--- src/rtl/glitch_sequencer.sv ---
// glitch_sequencer: runs the glitch program ROM (I2C byte checks, DAC loads, delays); ports clk/rst/arm, ROM instr_pt/instr, delay table delay_num/delay_len, sniffer sniff_*, DAC dac_*, status busy/done/fault; define GLITCH_SEQ_CHK_TIMEOUT_EN to enable the CHK_WAIT watchdog
module glitch_sequencer #(
  parameter int          PROG_LEN    = 17,
  parameter logic [31:0] CHK_TIMEOUT = 32'd100000000
) (
  input  logic        clk,
  input  logic        rst,
  input  logic        arm,
  output logic [7:0]  instr_pt,
  input  logic [11:0] instr,
  output logic [7:0]  delay_num,
  input  logic [31:0] delay_len,
  input  logic        sniff_valid,
  input  logic        sniff_bus,
  input  logic [7:0]  sniff_byte,
  input  logic        sniff_ack,
  output logic [7:0]  dac_data,
  output logic        dac_load,
  input  logic        dac_ready,
  output logic        busy,
  output logic        done,
  output logic        fault
);
  typedef enum logic [2:0] {IDLE, FETCH, EXEC, CHK_WAIT, DAC_WAIT, DLY_LOAD, DLY_RUN, DONE} state_t;
  localparam logic [7:0] LAST = 8'(PROG_LEN);
  state_t r_state, w_state;
  logic [11:0] r_ir, w_ir;
  logic [31:0] r_cnt, w_cnt;
  logic [7:0] r_chk_base, w_chk_base, w_instr_pt, w_delay_num, w_dac_data;
  logic r_last_chk, w_last_chk, w_dac_load, w_done, w_hit, w_match, w_to;
  assign w_hit = sniff_valid && sniff_bus == r_ir[9];
  assign w_match = sniff_byte == r_ir[8:1] && sniff_ack == r_ir[0];
  assign busy = r_state != IDLE && r_state != DONE;
  always_comb begin
    w_state = r_state;
    w_ir = r_ir;
    w_cnt = r_cnt;
    w_chk_base = r_chk_base;
    w_instr_pt = instr_pt;
    w_delay_num = delay_num;
    w_dac_data = dac_data;
    w_last_chk = r_last_chk;
    w_dac_load = 1'b0;
    w_done = done;
    case (r_state)
      IDLE, DONE: if (arm) begin
        w_state = FETCH;
        w_instr_pt = '0;
        w_chk_base = '0;
        w_last_chk = 1'b0;
        w_done = 1'b0;
      end
      FETCH: if (instr_pt >= LAST) begin
        w_state = DONE;
        w_done = 1'b1;
      end else begin
        w_ir = instr;
        w_state = EXEC;
      end
      EXEC: begin
        w_last_chk = r_ir[11:10] == 2'b00;
        case (r_ir[11:10])
          2'b00: begin
            w_state = CHK_WAIT;
            w_chk_base = r_last_chk ? r_chk_base : instr_pt;
          end
          2'b01: begin
            w_dac_data = r_ir[8:1];
            w_dac_load = dac_ready;
            w_instr_pt = dac_ready ? instr_pt + 8'd1 : instr_pt;
            w_state = dac_ready ? FETCH : DAC_WAIT;
          end
          2'b10: begin
            w_delay_num = r_ir[8:1];
            w_state = DLY_LOAD;
          end
          default: begin
            w_state = DONE;
            w_done = 1'b1;
          end
        endcase
      end
      CHK_WAIT: if (w_hit) begin
        w_state = FETCH;
        w_instr_pt = w_match ? instr_pt + 8'd1 : r_chk_base;
      end else if (w_to) begin
        w_state = DONE;
      end
      DAC_WAIT: if (dac_ready) begin
        w_dac_load = 1'b1;
        w_instr_pt = instr_pt + 8'd1;
        w_state = FETCH;
      end
      DLY_LOAD: begin
        w_cnt = delay_len;
        w_state = DLY_RUN;
      end
      DLY_RUN: if (r_cnt == '0) begin
        w_instr_pt = instr_pt + 8'd1;
        w_state = FETCH;
      end else begin
        w_cnt = r_cnt - 32'd1;
      end
      default: w_state = IDLE;
    endcase
  end
  always_ff @(posedge clk)
    if (rst) begin
      r_state <= IDLE;
      r_ir <= '0;
      r_cnt <= '0;
      r_chk_base <= '0;
      r_last_chk <= 1'b0;
      instr_pt <= '0;
      delay_num <= '0;
      dac_data <= '0;
      dac_load <= 1'b0;
      done <= 1'b0;
    end else begin
      r_state <= w_state;
      r_ir <= w_ir;
      r_cnt <= w_cnt;
      r_chk_base <= w_chk_base;
      r_last_chk <= w_last_chk;
      instr_pt <= w_instr_pt;
      delay_num <= w_delay_num;
      dac_data <= w_dac_data;
      dac_load <= w_dac_load;
      done <= w_done;
    end
`ifdef GLITCH_SEQ_CHK_TIMEOUT_EN
  logic [31:0] r_wdog;
  logic r_fault;
  assign w_to = r_wdog == CHK_TIMEOUT - 32'd1;
  assign fault = r_fault;
  always_ff @(posedge clk)
    if (rst) begin
      r_wdog <= '0;
      r_fault <= 1'b0;
    end else begin
      r_wdog <= (r_state != CHK_WAIT || w_hit) ? '0 : r_wdog + 32'd1;
      r_fault <= (r_state == CHK_WAIT && !w_hit && w_to) ? 1'b1 : (!busy && arm) ? 1'b0 : r_fault;
    end
`else
  assign w_to = 1'b0;
  assign fault = 1'b0;
`endif
endmodule

--- config.mk ---
export PLATFORM = sky130hd
export DESIGN_NAME = glitch_sequencer
export DESIGN_NICKNAME = d
export VERILOG_FILES = /design/src/rtl/glitch_sequencer.sv
export SDC_FILE = /design/constraint.sdc
export NUM_CORES = 1
export LEC_CHECK = 0
export BUFFER_PORTS_ARGS = -buffer_cell sky130_fd_sc_hd__buf_2
export CORE_UTILIZATION = 60
export DETAILED_ROUTE_END_ITERATION = 7
export PLACE_DENSITY = 0.88
export SYNTH_ARGS = -nofsm -noshare
export SYNTH_HDL_FRONTEND = slang
export SYNTH_SLANG_ARGS = --single-unit
--- constraint.sdc ---
create_clock -name clk -period 4.8 [get_ports clk]
set_clock_uncertainty 0.05 [all_clocks]
set_input_delay 0.72 -clock clk [delete_from_list [all_inputs] [get_ports clk]]
set_output_delay 0.72 -clock clk [all_outputs]
set_load 0.05 [all_outputs]
Word level (Yosys, flattened, before mapping)
Index checks and enable logic that the tools add are counted.
{"block": "op_classes", "mux": 28, "n_eq_ne": 23, "order_cmp": 1, "n_addsub": 2, "bitwise": 1, "n_reduce_logical": 22}
{"operator": "$mux W8", "count": 8}
{"operator": "$pmux W32 S2", "count": 1}
{"operator": "$pmux W8 S5", "count": 1}
{"operator": "$logic_not A32 Y1", "count": 1}
{"operator": "$mux W32", "count": 1}
{"operator": "$sub A32 B1 Y32 const B", "count": 1}
{"operator": "$pmux W3 S7", "count": 1}
{"operator": "$ne A2 B2 Y1 const B", "count": 10}
{"operator": "$mux W3", "count": 6}
{"operator": "$pmux W8 S2", "count": 1}
{"operator": "$eq A3 B3 Y1 const B", "count": 4}
{"operator": "$reduce_and A4 Y1", "count": 3}
{"operator": "$reduce_and A2 Y1", "count": 5}
{"operator": "$pmux W3 S3", "count": 1}
{"operator": "$add A8 B1 Y8 const B", "count": 1}
{"operator": "$eq A8 B8 Y1", "count": 1}
{"operator": "$ge A8 B5 Y1 const B", "count": 1}
{"operator": "$eq A3 B2 Y1 const B", "count": 2}
{"operator": "$reduce_bool A3 Y1", "count": 2}
{"operator": "$mux W1", "count": 5}
{"operator": "$reduce_and A5 Y1", "count": 1}
{"operator": "$reduce_bool A5 Y1", "count": 1}
{"operator": "$pmux W1 S2", "count": 2}
{"operator": "$reduce_bool A2 Y1", "count": 2}
{"operator": "other kinds (12)", "count": 15}
{"block": "totals", "inputBits": 59, "reg_bits": 82, "word_cells": 87}

Longest topological paths before layout
{"block": "logic_depth", "ltp_word": 5, "mapped_depth": 10, "mapped_depth_nobuf": 8}

Worst setup path before layout
No wires, ideal clock.
{"block": "synth_path", "path_kind": "reg2reg", "startpoint": "reg instr_pt[1]", "endpoint": "reg r_ir[10]", "t_arrival_ns": 2.684, "setup_time_ns": 0.128, "path_slack_ns": 1.938, "stages_incl_launch_ff": 9, "path_cell_list": "dfxtp_1 > inv_1 > ha_1 > or4b_1 > a2111o_1 > nor3b_2 > buf_4 > mux2i_1 > nor2_1"}
{"block": "synth_via", "elab_chain_len": 3}
{"item": "from (decl)", "line": "9", "rtl": "output logic [7:0] instr_pt,"}
{"item": "from (signal assigned)", "line": "125", "rtl": "instr_pt <= w_instr_pt;"}
{"item": "$ge A8 B5 Y1", "line": "53", "rtl": "FETCH: if (instr_pt >= LAST) begin"}
{"item": "$not A1 Y1 (no line)"}
{"item": "$reduce_and A2 Y1 (no line)"}
{"item": "to (signal assigned)", "line": "121", "rtl": "r_ir <= w_ir;"}
{"item": "to (decl)", "line": "27", "rtl": "logic [11:0] r_ir, w_ir;"}
Every way passes these cells.
A chain may end at the register's enable or synchronous reset.

Worst setup path after layout
{"block": "layout_path", "startpoint": "reg r_state[2]", "endpoint": "reg r_cnt[19]"}
{"block": "layout_via", "elab_chain_len": 3, "elab_cells_between_ends": 6}
{"item": "from (decl)", "line": "26", "rtl": "state_t r_state, w_state;"}
{"item": "from (signal assigned)", "line": "120", "rtl": "r_state <= w_state;"}
{"item": "$eq A3 B3 Y1", "line": "45", "rtl": "case (r_state)"}
{"item": "$ne A2 B2 Y1 (no line) or $reduce_bool A2 Y1 (tied branches)"}
{"item": "$reduce_and A2 Y1 (no line)"}
{"item": "to (signal assigned)", "line": "122", "rtl": "r_cnt <= w_cnt;"}
{"item": "to (decl)", "line": "28", "rtl": "logic [31:0] r_cnt, w_cnt;"}
Parallel ways exist; a longest one is shown, timed or not.

==> reports/results.txt <==
routed len/inst: 15.3 um
Warnings, synthesis: 0
Setup crit end kind: flop
max frequency: 0.325 GHz
Distinct cells, synth: 65
Reg2Reg Capture Point: r_cnt[19]
crit path DAT: 3260 ps
status: complete, no violations
final setup vio count: 0
most frequent CP cell: buf_4
syn avg cell area: 7.66 um^2
Worst IR Drop VDD: 0.000238 V
later-pin clock latency in the skew report: 370 ps
H-tree depth: 3
# rows: 31
GRT Overall Usage: 30.7%
syn nets: 663
max_slew headroom: 21.4%
vias per cell: 6.14
io pins: 87
slew of the pin with the lowest slew margin: 1180 ps
Total Nets Final: 726
hold path depth: 2
Yosys top cell area share: 36.0%
DIE AREA: 7950 um^2
Core ar.: 7290 um^2
CTS Buffer Depth: 2
cts bufs inserted: 9
Initial Utilization: 62.5%
IO Port Bufs: 85
worst reg2reg setup slack: 1730 ps
static leakage: 2.09 nW
post-CTS repair timing setup buffer count: 0
asr flop ratio synth: 0%
Hold Path Origin: r_chk_base[4]
worst min-delay path category: reg -> reg
most frequent cells after synthesis: nand2_1, dfxtp_1, a21oi_1, nor2_1, o21ai_0
Post-Route WL: 11,600 um
Post-DP HPWL: 8040 um
Top Usage Layer GRT: met2
post-synth top area cell: dfxtp_1
met3 Track Usage GR: 6.19%
vias in the first global route: 4,230
Setup WS post-layout: 1730 ps
met1 GRT Util: 39.7%
Max-Cap Viols: 0
vias: 4,681
critical path class: reg -> reg
sequential share of the synthesized area: 36.0%
Fill cells: 616
top-count cell post-synth: nand2_1
Die H: 89.2 um
n_diodes: 0
# clock sinks: 82
CTS Hold Buffers Added: 0
Data required, critical path: 4990 ps
DRT Pass-1 Iters: 5
initial antenna violation count: 0
Final Hold Fails: 0
Hold Path End: r_chk_base[4]
Worst R2R Path Depth: 8
power per cell area: 477 nW/um^2
TritonCTS clock tree: built
clk slew on worst S/H paths: 80 ps
startpoint type of the worst setup path: flop
largest net degree at the start of global routing: 44
global-route wire length before repair: 19,000 um
final worst-path cycle share: 64.0%
DRC Markers: 0
number of synthesized flops with an enable pin: 0
Clock Tree Root: clkbuf_8
slowest cell on the critical path: dfxtp_1
Area Overhead vs Synth: 13.3%
routability cong.: 0.924
largest stage delay on the critical path: 700 ps
GR Overflow Total: 0
cell count after synthesis: 595
fin. max-slew vios: 0
Iter 0 DRT Violations: 392
Die W: 89.2 um
Synth Cell Area: 4560 um^2
layout cell share with drive strength beyond 1: 18.6%
reg2reg start: r_state[2]
unrepaired setup endpoints after global routing: false
GR Util met2: 49.0%
CP Cell Sequence: inv_1, nor3b_2, buf_4, o31a_1, nor2_1, buf_4, a221oi_1, a21oi_1
Area contributors post-synth: dfxtp_1, nand2_1, a21oi_1
Yosys reg bits: 82
Crit Path Max Fanout: 20
post-CTS sizing: 0
ys flop type: dfxtp_1
Setup TNS Final: 0 ps
post-route ant nets: 0
clock period minus worst slack: 3070 ps
DP Worst Slack: 1820 ps
-- state kept, by name, summed over array words and instances, names as in the netlist --
register	count
r_cnt	32
r_ir	12
done	1
r_state	3
dac_data	8
r_chk_base	8
delay_num	8
r_last_chk	1
dac_load	1
instr_pt	8
-- final cells by class --
cell class	count	area, um^2	area share (%)
multi-input combinational	464	2700	52.4
sequential	82	1640	31.8
timing repair buffer	92	478	9.26
clock buffer	9	124	2.40
tap	99	124	2.40
clock inverter	7	58.8	1.14
inverter	9	33.8	0.654
-- through the flow --
stage               power (W)  hold slack, ps  instances  utilization [%]  cell area, um^2
global route          0.00262             435        762             70.8             5160
floorplan             0.00173             377        595                -             4560
CTS                   0.00245             401        762             70.8             5160
global placement      0.00194             383        746             68.3             4980
finish                0.00246             399        762             70.8             5160
detailed placement    0.00197             389        746             68.3             4980
-- worst max-delay path by stage --
stage	from	endpoint	slack, ps	cells after the start
floorplan	instr_pt[1]	r_ir[10]	1940	8
global placement	r_state[2]	r_cnt[19]	1930	8
detailed placement	r_cnt[0]	r_cnt[7]	1820	9
CTS	r_state[2]	r_cnt[19]	1810	8
global route	r_cnt[0]	r_cnt[7]	1500	9
finish	r_state[2]	r_cnt[19]	1730	8
-- logic make-up after synthesis --
kind of cell               after synthesis  synth area share [%]
and+or+nand+nor                        258                  28.0
AOI/OAI and AO/OA                      170                  23.4
DFF                                     82                  36.0
buffers and inverters                   49                  4.78
xor gates and xnor gates                14                  2.69
muxes                                   12                  2.64
adders and majority gates                9                  2.47
other                                    1                0.0823
-- power by group --
group          total [W]  switching, W  internal, W
registers       0.000891      0.000131     0.000761
clock network   0.000481      0.000283     0.000198
logic            0.00109      0.000717     0.000371
total            0.00246       0.00113      0.00133
-- placed cells by master (no fill, tap or decap), types with 10 or more instances in the layout --
cell type,instances
a21oi_1,70
buf_2,85
dfxtp_1,82
mux2i_1,12
nand2_1,94
nand3_1,19
nor2_1,68
nor3_1,20
o21ai_0,32
o31ai_1,11
xor2_1,10
-- worst max-delay path: cells and delay by family (launching register included) --
family,cells,cell delay (ps)
AO/OA/AOI/OAI,3,910
buffers and inverters,3,790
flip-flops,1,700
AND/OR/NAND/NOR,2,480
-- metal layers --
metal  vias to the layer above  share of wire, %
li1                       2268                 -
met5                         -                 0
met2                       216                47
met4                         0               2.4
met1                      2169                42
met3                        28               7.7
Note: power is estimated with default switching activity, not from simulation.
